[src/rtl/pipe_ctrl_unit.sv]
// ID/EX control unit for a 16-bit pipeline: decodes the ID instruction into EX
// control, inserts load-use and flush bubbles, and drains the pipe on HLT.
module pipe_ctrl_unit #(
    parameter int INSTR_W = 16,
    parameter int OPC_W = 4,
    parameter int REG_AW = 4,
    parameter logic [INSTR_W-1:0] NOP_INSTR = 16'h4000,
    parameter int DRAIN_CYC = 3
) (
    input  logic              clk,
    input  logic              rst,
    input  logic              id_valid,
    input  logic [INSTR_W-1:0] id_instr,
    input  logic              br_flush,
    output logic              stall,
    output logic              ex_valid,
    output logic              ex_reg_dst,
    output logic              ex_reg_write,
    output logic              ex_mem_read,
    output logic              ex_mem_write,
    output logic              ex_mem_to_reg,
    output logic              ex_alu_src,
    output logic              ex_flag_en,
    output logic              ex_branch,
    output logic              ex_branch_reg,
    output logic              ex_load_upper,
    output logic              ex_pc_save,
    output logic              ex_halt,
    output logic [REG_AW-1:0] ex_rd,
    output logic              halted
);

    typedef enum logic [1:0] {
        RUN    = 2'd0,
        DRAIN  = 2'd1,
        HALTED = 2'd2
    } state_t;

    typedef struct packed {
        logic valid;
        logic regDst;
        logic regWrite;
        logic memRead;
        logic memWrite;
        logic memToReg;
        logic aluSrc;
        logic flagEn;
        logic branch;
        logic branchReg;
        logic loadUpper;
        logic pcSave;
        logic halt;
    } ctrl_t;

    localparam ctrl_t BUBBLE = 13'b0;

    // Opcode-to-control table; a valid bit marks a real instruction.
    function automatic ctrl_t decodeCtrl(input logic [3:0] opc);
        ctrl_t c;
        c = BUBBLE;
        c.valid = 1'b1;
        case (opc)
            4'h0, 4'h1, 4'h2: begin
                c.regDst = 1'b1; c.regWrite = 1'b1; c.flagEn = 1'b1;
            end
            4'h3, 4'h7: begin
                c.regDst = 1'b1; c.regWrite = 1'b1;
            end
            4'h4, 4'h5, 4'h6: begin
                c.aluSrc = 1'b1; c.regDst = 1'b1; c.regWrite = 1'b1; c.flagEn = 1'b1;
            end
            4'h8: begin
                c.aluSrc = 1'b1; c.memRead = 1'b1; c.memToReg = 1'b1;
                c.regWrite = 1'b1; c.regDst = 1'b1;
            end
            4'h9: begin
                c.aluSrc = 1'b1; c.memWrite = 1'b1;
            end
            4'hA: begin
                c.regDst = 1'b1; c.regWrite = 1'b1; c.aluSrc = 1'b1;
            end
            4'hB: begin
                c.regDst = 1'b1; c.regWrite = 1'b1; c.aluSrc = 1'b1; c.loadUpper = 1'b1;
            end
            4'hC: c.branch = 1'b1;
            4'hD: c.branchReg = 1'b1;
            4'hE: begin
                c.pcSave = 1'b1; c.regWrite = 1'b1; c.regDst = 1'b1;
            end
            4'hF: c.halt = 1'b1;
            default: c = BUBBLE;
        endcase
        return c;
    endfunction

    // Opcodes whose rt field names a source register (others use it as an immediate).
    function automatic logic readsRt(input logic [3:0] opc);
        case (opc)
            4'h0, 4'h1, 4'h2, 4'h3, 4'h7, 4'h9: readsRt = 1'b1;
            default:                              readsRt = 1'b0;
        endcase
    endfunction

    state_t            state_r, state_s;
    logic [3:0]        drainCnt_r, drainCnt_s;
    ctrl_t             exCtrl_r, exCtrl_s;
    logic [REG_AW-1:0] exRd_r, exRd_s;
    logic              stall_s, hazard_s;
    ctrl_t             idCtrl_s;

    logic [3:0]        idOpc_s;
    logic [REG_AW-1:0] idRd_s, idRs_s, idRt_s;

    assign idOpc_s = 4'(id_instr[INSTR_W-1 -: OPC_W]);
    assign idRd_s  = id_instr[INSTR_W-OPC_W-1 -: REG_AW];
    assign idRs_s  = id_instr[INSTR_W-OPC_W-REG_AW-1 -: REG_AW];
    assign idRt_s  = id_instr[INSTR_W-OPC_W-2*REG_AW-1 -: REG_AW];

    // Decode the ID slot, treating invalid slots and the NOP encoding as bubbles.
    always_comb begin
        if (!id_valid || (id_instr == NOP_INSTR)) begin
            idCtrl_s = BUBBLE;
        end else begin
            idCtrl_s = decodeCtrl(idOpc_s);
        end
    end

    assign hazard_s = exCtrl_r.valid && exCtrl_r.memRead && (exRd_r != '0) && id_valid &&
                      ((exRd_r == idRs_s) || ((exRd_r == idRt_s) && readsRt(idOpc_s)));

    // Next-state, next ID/EX contents and stall, in priority HALTED/DRAIN > flush > load-use.
    always_comb begin
        state_s    = state_r;
        drainCnt_s = drainCnt_r;
        exCtrl_s   = BUBBLE;
        exRd_s     = '0;
        stall_s    = 1'b0;
        case (state_r)
            RUN: begin
                if (br_flush) begin
                    stall_s = 1'b0;
                end else if (hazard_s) begin
                    stall_s = 1'b1;
                end else begin
                    exCtrl_s = idCtrl_s;
                    exRd_s   = idCtrl_s.valid ? idRd_s : '0;
                    if (idCtrl_s.halt) begin
                        state_s    = DRAIN;
                        drainCnt_s = 4'(DRAIN_CYC);
                    end else begin
                        state_s = RUN;
                    end
                end
            end
            DRAIN: begin
                stall_s = 1'b1;
                if (drainCnt_r <= 4'd1) begin
                    state_s    = HALTED;
                    drainCnt_s = 4'd0;
                end else begin
                    drainCnt_s = drainCnt_r - 4'd1;
                end
            end
            HALTED: begin
                stall_s = 1'b1;
            end
            default: begin
                state_s    = RUN;
                drainCnt_s = 4'd0;
            end
        endcase
        if (rst) begin
            stall_s = 1'b0;
        end else begin
            stall_s = stall_s;
        end
    end

    // ID/EX control register and halt FSM state.
    always_ff @(posedge clk) begin
        if (rst) begin
            state_r    <= RUN;
            drainCnt_r <= 4'd0;
            exCtrl_r   <= BUBBLE;
            exRd_r     <= '0;
        end else begin
            state_r    <= state_s;
            drainCnt_r <= drainCnt_s;
            exCtrl_r   <= exCtrl_s;
            exRd_r     <= exRd_s;
        end
    end

    assign stall         = stall_s;
    assign halted        = (state_r == HALTED);
    assign ex_valid      = exCtrl_r.valid;
    assign ex_reg_dst    = exCtrl_r.regDst;
    assign ex_reg_write  = exCtrl_r.regWrite;
    assign ex_mem_read   = exCtrl_r.memRead;
    assign ex_mem_write  = exCtrl_r.memWrite;
    assign ex_mem_to_reg = exCtrl_r.memToReg;
    assign ex_alu_src    = exCtrl_r.aluSrc;
    assign ex_flag_en    = exCtrl_r.flagEn;
    assign ex_branch     = exCtrl_r.branch;
    assign ex_branch_reg = exCtrl_r.branchReg;
    assign ex_load_upper = exCtrl_r.loadUpper;
    assign ex_pc_save    = exCtrl_r.pcSave;
    assign ex_halt       = exCtrl_r.halt;
    assign ex_rd         = exRd_r;

endmodule

[config.mk]
export PLATFORM = sky130hd
export DESIGN_NAME = pipe_ctrl_unit
export DESIGN_NICKNAME = d
export VERILOG_FILES = /design/src/rtl/pipe_ctrl_unit.sv
export SDC_FILE = /design/constraint.sdc
export NUM_CORES = 1
export LEC_CHECK = 0
export ABC_AREA = 1
export CORE_UTILIZATION = 24
export DETAILED_ROUTE_END_ITERATION = 8
export SLEW_MARGIN = 20
export SYNTH_ARGS = -nofsm -noshare
export SYNTH_HDL_FRONTEND = slang
export SYNTH_SLANG_ARGS = --single-unit
[constraint.sdc]
create_clock -name clk -period 2.05 [get_ports clk]
set_input_delay 0.41 -clock clk [delete_from_list [all_inputs] [get_ports clk]]
set_output_delay 0.41 -clock clk [all_outputs]
set_load 0.03 [all_outputs]
---- Word-level counts from Yosys, hierarchy flattened ----
Index checks and enable logic that the tools add are counted.
storage, ports and cells
  memories kept ........................... 0
  word-level logic and storage cells ...... 91
  memory bits (writable) .................. 0
  bits of input ports ..................... 20
  register bits ........................... 22
  ROM bits ................................ 0
  latch bits .............................. 0
cells by class
  divide/modulo/power cells ............... 0
  $add $sub $neg .......................... 1
  shifts and indexed selects .............. 0
  bitwise operators ....................... 3
  equality and inequality tests ........... 24
  multiply operators ...................... 0
  muxes and demuxes ....................... 26
  reduce and logical (&&, ||, !) cells .... 21
  magnitude comparators ................... 1
operators with widths
  cell                                                                               number
  4-bit == test (second input constant)                                              8
  16-bit by 15-bit == test with 1-bit output (second input constant)                 1
  4-bit by 3-bit == test with 1-bit output (second input constant)                   4
  4-bit 2-to-1 mux                                                                   4
  1-bit 2-to-1 mux                                                                   14
  13-bit 2-to-1 mux                                                                  1
  4-bit case mux with 3 select lines                                                 1
  12-bit OR reduction                                                                1
  6-bit OR reduction                                                                 2
  5-bit OR reduction                                                                 2
  4-bit by 2-bit == test with 1-bit output (second input constant)                   2
  4-bit == test                                                                      2
  2-bit 2-to-1 mux                                                                   4
  2-bit != test (second input constant)                                              4
  4-bit AND reduction                                                                2
  7-bit OR reduction                                                                 1
  2-bit case mux with 3 select lines                                                 1
  1-bit logical AND                                                                  5
  4-bit by 1-bit == test with 1-bit output (second input constant)                   1
  4-bit by 1-bit less-or-equal comparator with 1-bit output (second input constant)  1
  4-bit zero test                                                                    1
  4-bit nonzero test                                                                 1
  4-bit OR reduction                                                                 1
  4-bit by 1-bit subtractor with 4-bit output (second input constant)                1
  other kinds (8)                                                                    11

---- Depth between registers and ports, before layout ----
Gate-level depths: netlist of the first run.
  word-level depth ........................ 10
  depth in mapped cells ................... 12
  gate-level depth less buffers ........... 12

---- Worst setup path after synthesis of the first run ----
No wires, ideal clock.
  path kind ............................... register -> output
  from .................................... reg exRd_r[0] (netlist: ex_rd[0])
  to ...................................... out stall
  stages on the path, launching flop included .. 6
  required time ........................... 1.640 ns
  arrival time ............................ 1.447 ns
  slack ................................... 0.193 ns
  path through ............................ dfxtp_1 -> inv_1 -> a31oi_1 -> nand3_4 -> nor2_1 -> o21a_1
on the way
  longest elaborated chain between the ends .. 8
ends and longest elaborated chain
  item                                                          line      RTL
  from (decl)                                                   107       logic [REG_AW-1:0] exRd_r, exRd_s;
  from (signal assigned)                                        190       exRd_r <= exRd_s;
  4-bit == test / 4-bit nonzero test (equally long branches)    129, 128
  1-bit logical AND, on equally long branches                   129, 128
  1-bit logical OR / 1-bit logical AND (equally long branches)  129, 128
  1-bit logical AND (*)                                         128       assign hazard_s = exCtrl_r.valid && exCtrl_r.memRead && (exRd_r != '0) && id_valid &&
  1-bit 2-to-1 mux (*)                                          142       end else if (hazard_s) begin
  1-bit 2-to-1 mux (*)                                          140       if (br_flush) begin
  1-bit case mux with 2 select lines (*)                        138       case (state_r)
  1-bit 2-to-1 mux (*)                                          172       if (rst) begin
  to (decl)                                                     15        output logic stall,
Mark *: on every way between the ends. The rest lies on a longest branch, timed or not.

---- Worst setup path after layout of the first run ----
  from .................................... reg state_r[0]
  to ...................................... out halted
on the way
  longest elaborated chain between the ends .. 1
ends and longest elaborated chain
  item                    line  RTL
  from (decl)             104   state_t state_r, state_s;
  from (signal assigned)  187   state_r <= state_s;
  2-bit == test           195   assign halted = (state_r == HALTED);
  to (decl)               30    output logic halted
No other way between the ends.

==> results of run 1 <==
-- layout by cell type (no fill, tap or decap) --
cell,n
nand3_4,1
nor2_1,30
inv_2,2
clkbuf_2,1
clkdlybuf4s15_1,1
nand2_2,3
nand4_1,5
dlygate4sd2_1,11
nor3_2,1
nand3_2,2
or2_2,1
clkbuf_8,3
o21a_1,1
xor2_1,6
nor3_1,5
ha_1,6
nand3_1,7
o31ai_1,1
o21ai_0,2
buf_6,1
inv_1,25
clkinv_2,1
dfxtp_1,21
a31oi_1,1
clkdlybuf4s50_1,24
a21oi_1,6
nor2_4,1
buf_4,10
nand2_1,37
-- critical path, stage by stage, from the launching register on --
cell	delay [ns]
dfxtp_1	0.33
inv_1	0.10
ha_1	0.18
clkdlybuf4s50_1	0.67
-- per-layer routing --
metal	global-route usage, %	up-vias
li1	-	613
met1	12.9	490
met2	17.4	27
met3	3.09	2
met4	3.33	0
met5	0	-
-- metrics by stage --
step / power, mW / hold slack [ns] / utilization (%) / setup WS, ns / setup TNS [ns]
finish: 1.37 / 0.478 / 37.7 / 0.101 / 0
detailed placement: 1.12 / 0.527 / 36.8 / -0.215 / -0.215
global placement: 1.12 / 0.519 / 36.8 / -0.203 / -0.203
floorplan: 0.932 / 0.487 / - / 0.193 / 0
global route: 1.49 / 0.480 / 37.7 / 0.00491 / 0
CTS: 1.39 / 0.538 / 37.6 / 0.0122 / 0
-- synthesized netlist by cell type --
master and instances:
a31oi_1 1, nand3_1 7, nand4_1 5, o21ai_0 2, nor3_2 1, xor2_1 6
nor2_1 31, or2_2 1, inv_1 26, buf_6 1, o21a_1 1, nand3_2 2
nand2_2 2, inv_2 1, dfxtp_1 21, nor3_1 5, ha_1 6, a21oi_1 6
nand2_1 38, nand3_4 1, o31ai_1 1, buf_4 2
-- worst max path at each step --
stage	end	depth (start not counted)	startpoint
2_1_floorplan	stall	5	ex_rd[0]
3_5_place_dp	stall	11	id_instr[12]
5_1_grt	halted	3	state_r[0]
3_3_place_gp	stall	11	id_instr[12]
4_1_cts	stall	12	id_instr[13]
6_report	halted	3	state_r[0]
-- repair_timing --
| item | 4_1_cts | 5_1_grt |
|---|---|---|
| endpoints found under the setup margin | 1 | 1 |
| gates resized for setup | 15 | 6 |
| pin swaps | 5 | 4 |
-- cells by family (layout without fill, tap and decap cells) --
logic type	count (synthesis)	count (layout)	share of synthesized area [%]
AOI/OAI and AO/OA	11	11	5.32
xor gates and xnor gates	6	6	4.56
adders and majority gates	6	6	6.51
buffers and inverters	30	79	11.1
DFF	21	21	36.4
and+or+nand+nor	93	93	36.1
-- area by class of cell --
cell class | count | area, um2 | share of cell area (%)
multi-input combinational | 116 | 616 | 36.5
timing repair buffer | 48 | 438 | 26.0
sequential | 21 | 420 | 24.9
inverter | 27 | 101 | 6.01
tap | 52 | 65.1 | 3.86
clock buffer | 3 | 41.3 | 2.45
clock inverter | 1 | 5.00 | 0.297
-- power by group through the flow --
stage	clock (mW)	combinational [mW]	sequential, mW
after floorplan	0	0.404	0.529
after global placement	0	0.605	0.517
after detailed placement	0	0.601	0.517
after CTS	0.277	0.600	0.508
after global routing	0.292	0.682	0.515
final	0.263	0.598	0.508
==> flow_summary.json, run 1 <==
{
  "status": "complete, no violations",
  "p_leak_nw": 0.784,
  "start_kind": "flop",
  "cp-end-kind": "primary output",
  "synth_area_per_cell_um2": 6.91,
  "grt-ovfl-total": 0,
  "stdcell_count": 268,
  "hold_buffers": 0,
  "die_w_um": 71.3,
  "rrSetupSlack_ns": 0.51,
  "clk_latency_ns": 0.25,
  "worstHoldStart": "id_instr[12]",
  "crit_required_ns": 1.64,
  "worst_pin_slew_ns": 0.318,
  "netlist_area_um2": 1150,
  "synth-seq-cells": 21,
  "dp_hpwl_mm": 2.04,
  "setup_viol": 0,
  "dr_wl_met3_um": 166,
  "yosysSeqAreaShare_pct": 36.4,
  "grt_start_max_net_pins": 13,
  "yosys_warnings": 0,
  "drtPass1Iterations": 4,
  "rsz0062_at_grt": "false",
  "first_iter_violations": 81,
  "slew_headroom_pct": 78.7,
  "cts.sinks": 21,
  "synth_top_cell_by_area": "dfxtp_1",
  "peakVddDrop_v": 0.000273,
  "maxSlewViolCount": 0,
  "timing.rr.start": "state_r[0]",
  "row_count": 24,
  "hold_end": "ex_pc_save",
  "cts_made_buffers": 3,
  "cts_max_path_buffers": 2,
  "postCtsSetupBuffers": 0,
  "routed_wl_mm": 2.49,
  "critical_path_class": "flop to primary output",
  "r2r-end": "ex_mem_write",
  "period_minus_slack_ns": 1.95,
  "power_switching_uw": 517,
  "critical_path.max_fanout": 3,
  "nets": 243,
  "grt_pass1_wl_mm": 4.26,
  "n_antenna_cell": 0,
  "route.met2.wl_mm": 1.16,
  "core_area_um2": 4470,
  "reg2regPathDepth": 8,
  "path_clk_slew_ns": 0.08,
  "gp_congestion": 0.788,
  "seq_power_share_pct": 37.1,
  "grt_antenna_before_repair": 0,
  "swShare_pct": 37.7,
  "finalInstanceArea_um2": 1690,
  "wl_met1_mm": 1.15,
  "ant_nets": 0,
  "n_fill_cell": 471,
  "cts_tree": "done",
  "synth_top_area_share_pct": 36.4,
  "synthDistinctLibCells": 22,
  "hold_path.class": "primary input to flop",
  "synth_cells": 167,
  "power.density_nw_per_um2": 812,
  "dieHeight_um": 71.3,
  "fin_skew_ns": 0.00334,
  "cap_violations": 0,
  "drcViolationCount": 0,
  "clkPwrFrac_pct": 19.2,
  "finalCritPeriodShare_pct": 95.1,
  "internal_power_uw": 852,
  "top_layer": "met4",
  "grt_pass1_vias": 1052,
  "dp.cells": 264,
  "fmax_mhz": 513,
  "vias": 1132,
  "htreeDepth": 1,
  "synth.area.top_cells": "dfxtp_1 36%, nand2_1 12%, nor2_1 10%",
  "cp.arrival_ns": 1.54,
  "avgViaCountPerCell": 4.22,
  "cts-root-buf": "clkbuf_8",
  "die_area_um2": 5090,
  "synthesis.nets": 193,
  "port_buffers": 38,
  "io_pins": 39,
  "drive_gt1_share_pct": 12.5,
  "wl_per_cell_um": 9.31,
  "placed_area_um2": 1650,
  "start_util_pct": 25.8,
  "area_growth_pct": 46.2,
  "grtUsageTotal_pct": 10.4,
  "p_comb_share_pct": 43.7,
  "hold_viol_final": 0,
  "hold_depth": 3
}
Power figures use the tool's default switching activity.
==> inputs of run 2 (changes only) <==
- CORE_MARGIN: not set -> 10
- GPL_TIMING_DRIVEN: not set -> 0
==> run 2 against run 1 <==
Maximum frequency fell by 1.4%. Total power increased by 0.91%. Critical endpoint unchanged. Largest cell class unchanged. Critical path type unchanged. Sequential power about the same. Clock skew decreased by 0.0014 ns.
==> flow_summary.json, run 2 (synthesized netlist as in run 1, its figures left out) <==
{
  "cts-root-buf": "clkbuf_8",
  "start_util_pct": 24.6,
  "internal_power_uw": 841,
  "fin_skew_ns": 0.00199,
  "drcViolationCount": 0,
  "vias": 1131,
  "finalCritPeriodShare_pct": 96.5,
  "setup_viol": 0,
  "status": "complete, no violations",
  "area_growth_pct": 45.9,
  "peakVddDrop_v": 0.000431,
  "grt_pass1_vias": 1128,
  "ant_nets": 0,
  "hold_buffers": 0,
  "worst_pin_slew_ns": 0.536,
  "core_area_um2": 4690,
  "cp.arrival_ns": 1.57,
  "htreeDepth": 1,
  "crit_required_ns": 1.64,
  "final_util_pct": 35.9,
  "io_pins": 39,
  "critical_path_class": "flop to primary output",
  "swShare_pct": 39.1,
  "cts.sinks": 21,
  "wl_per_cell_um": 10.9,
  "p_comb_share_pct": 42.8,
  "grt_pass1_wl_mm": 4.79,
  "worstHoldStart": "id_instr[15]",
  "timing.rr.start": "state_r[0]",
  "power.density_nw_per_um2": 821,
  "cp-end-kind": "primary output",
  "drtPass1Iterations": 4,
  "drive_gt1_share_pct": 15.9,
  "clkPwrFrac_pct": 20.5,
  "rsz0062_at_grt": "false",
  "clk_latency_ns": 0.26,
  "critical_path_buf_inv_count": 2,
  "power_switching_uw": 541,
  "first_iter_violations": 38,
  "critical_path.max_fanout": 3,
  "tns_ns": 0,
  "grt_start_max_net_pins": 14,
  "port_buffers": 38,
  "crit_path_top_delay_cell": "clkdlybuf4s50_1",
  "hold_viol_final": 0,
  "cap_violations": 0,
  "n_antenna_cell": 0,
  "nets": 241,
  "grt_antenna_before_repair": 0,
  "dieHeight_um": 89.3,
  "routed_wl_mm": 2.93,
  "power.total_mw": 1.38,
  "avgViaCountPerCell": 4.22,
  "grt-ovfl-total": 0,
  "row_count": 25,
  "layout_commonest_cell": "nand2_1",
  "die_w_um": 89.3,
  "final_cell_mix": "36 x nand2_1, 30 x nor2_1, 24 x clkdlybuf4s50_1",
  "gp_congestion": 0.819,
  "cts_max_path_buffers": 2,
  "crit_path_max_incr_delay_ns": 0.68,
  "cts_made_buffers": 3,
  "seq_power_share_pct": 36.7,
  "cpLargestDelayFamily": "buffers and inverters",
  "dp_hpwl_mm": 2.32,
  "slew_headroom_pct": 64.3,
  "path_clk_slew_ns": 0.08,
  "grtUsageTotal_pct": 7.58,
  "path_cells": "inv_1, ha_1, clkdlybuf4s50_1",
  "period_minus_slack_ns": 1.98,
  "p_leak_nw": 0.772,
  "die_area_um2": 7980,
  "cts_tree": "done",
  "hold_path.class": "primary input to flop",
  "fmax_mhz": 506,
  "startpoint": "state_r[0]",
  "maxSlewViolCount": 0,
  "start_kind": "flop"
}
run 2: per-layer routing:
layer	global-route usage [%]	share of wire, %
met1	8.18	44
met2	12.4	45
met3	4.28	9.6
met4	2.17	0.79
met5	0	0
run 2: power by group through the flow:
| stage | logic (mW) | registers, mW | clock network, mW |
|---|---|---|---|
| floorplan | 0.404 | 0.529 | 0 |
| global placement | 0.587 | 0.515 | 0 |
| detailed placement | 0.591 | 0.516 | 0 |
| CTS | 0.594 | 0.507 | 0.298 |
| global route | 0.667 | 0.518 | 0.315 |
| finish | 0.591 | 0.507 | 0.283 |
run 2: layout make-up:
cell class / count / area [um2]
buffer: 3 / 26.3
inverter: 27 / 101
sequential: 21 / 427
timing repair buffer: 43 / 393
tap: 54 / 67.6
multi-input combinational: 116 / 619
fill: 504 / 3010
clock inverter: 1 / 7.51
clock buffer: 3 / 41.3
run 2: worst reg2reg max path, cell delays in order, from the launching register on:
cell and delay, ns:
dfxtp_1 0.36, inv_1 0.09, ha_1 0.30, a21oi_1 0.47, inv_1 0.08, nor2_1 0.12, o21ai_0 0.10, nand2_1 0.07
a21oi_1 0.04
run 2: timing repair:
action,in CTS,in global routing
setup buffers,3,2
resized for setup,24,14
hold endpoints to repair,0,0
setup endpoints to repair,1,1
pin swaps,4,3
run 2: worst paths after layout:
kind                        end  slack [ns]  depth (start not counted)
setup reg to reg  drainCnt_r[1]        0.32                          8
setup / recovery         halted        0.07                          3
hold / removal    ex_mem_to_reg        0.44                          3
hold reg to reg      state_r[1]        0.53                          2
run 2: stage by stage:
stage	hold slack, ns	cell area, um2	setup WS, ns	instances
2_1_floorplan	0.487	1150	0.193	167
3_3_place_gp	0.515	1600	-0.858	259
3_5_place_dp	0.527	1600	-0.880	259
4_1_cts	0.540	1670	0.00905	266
5_1_grt	0.448	1680	0.000676	268
6_report	0.442	1680	0.0724	268
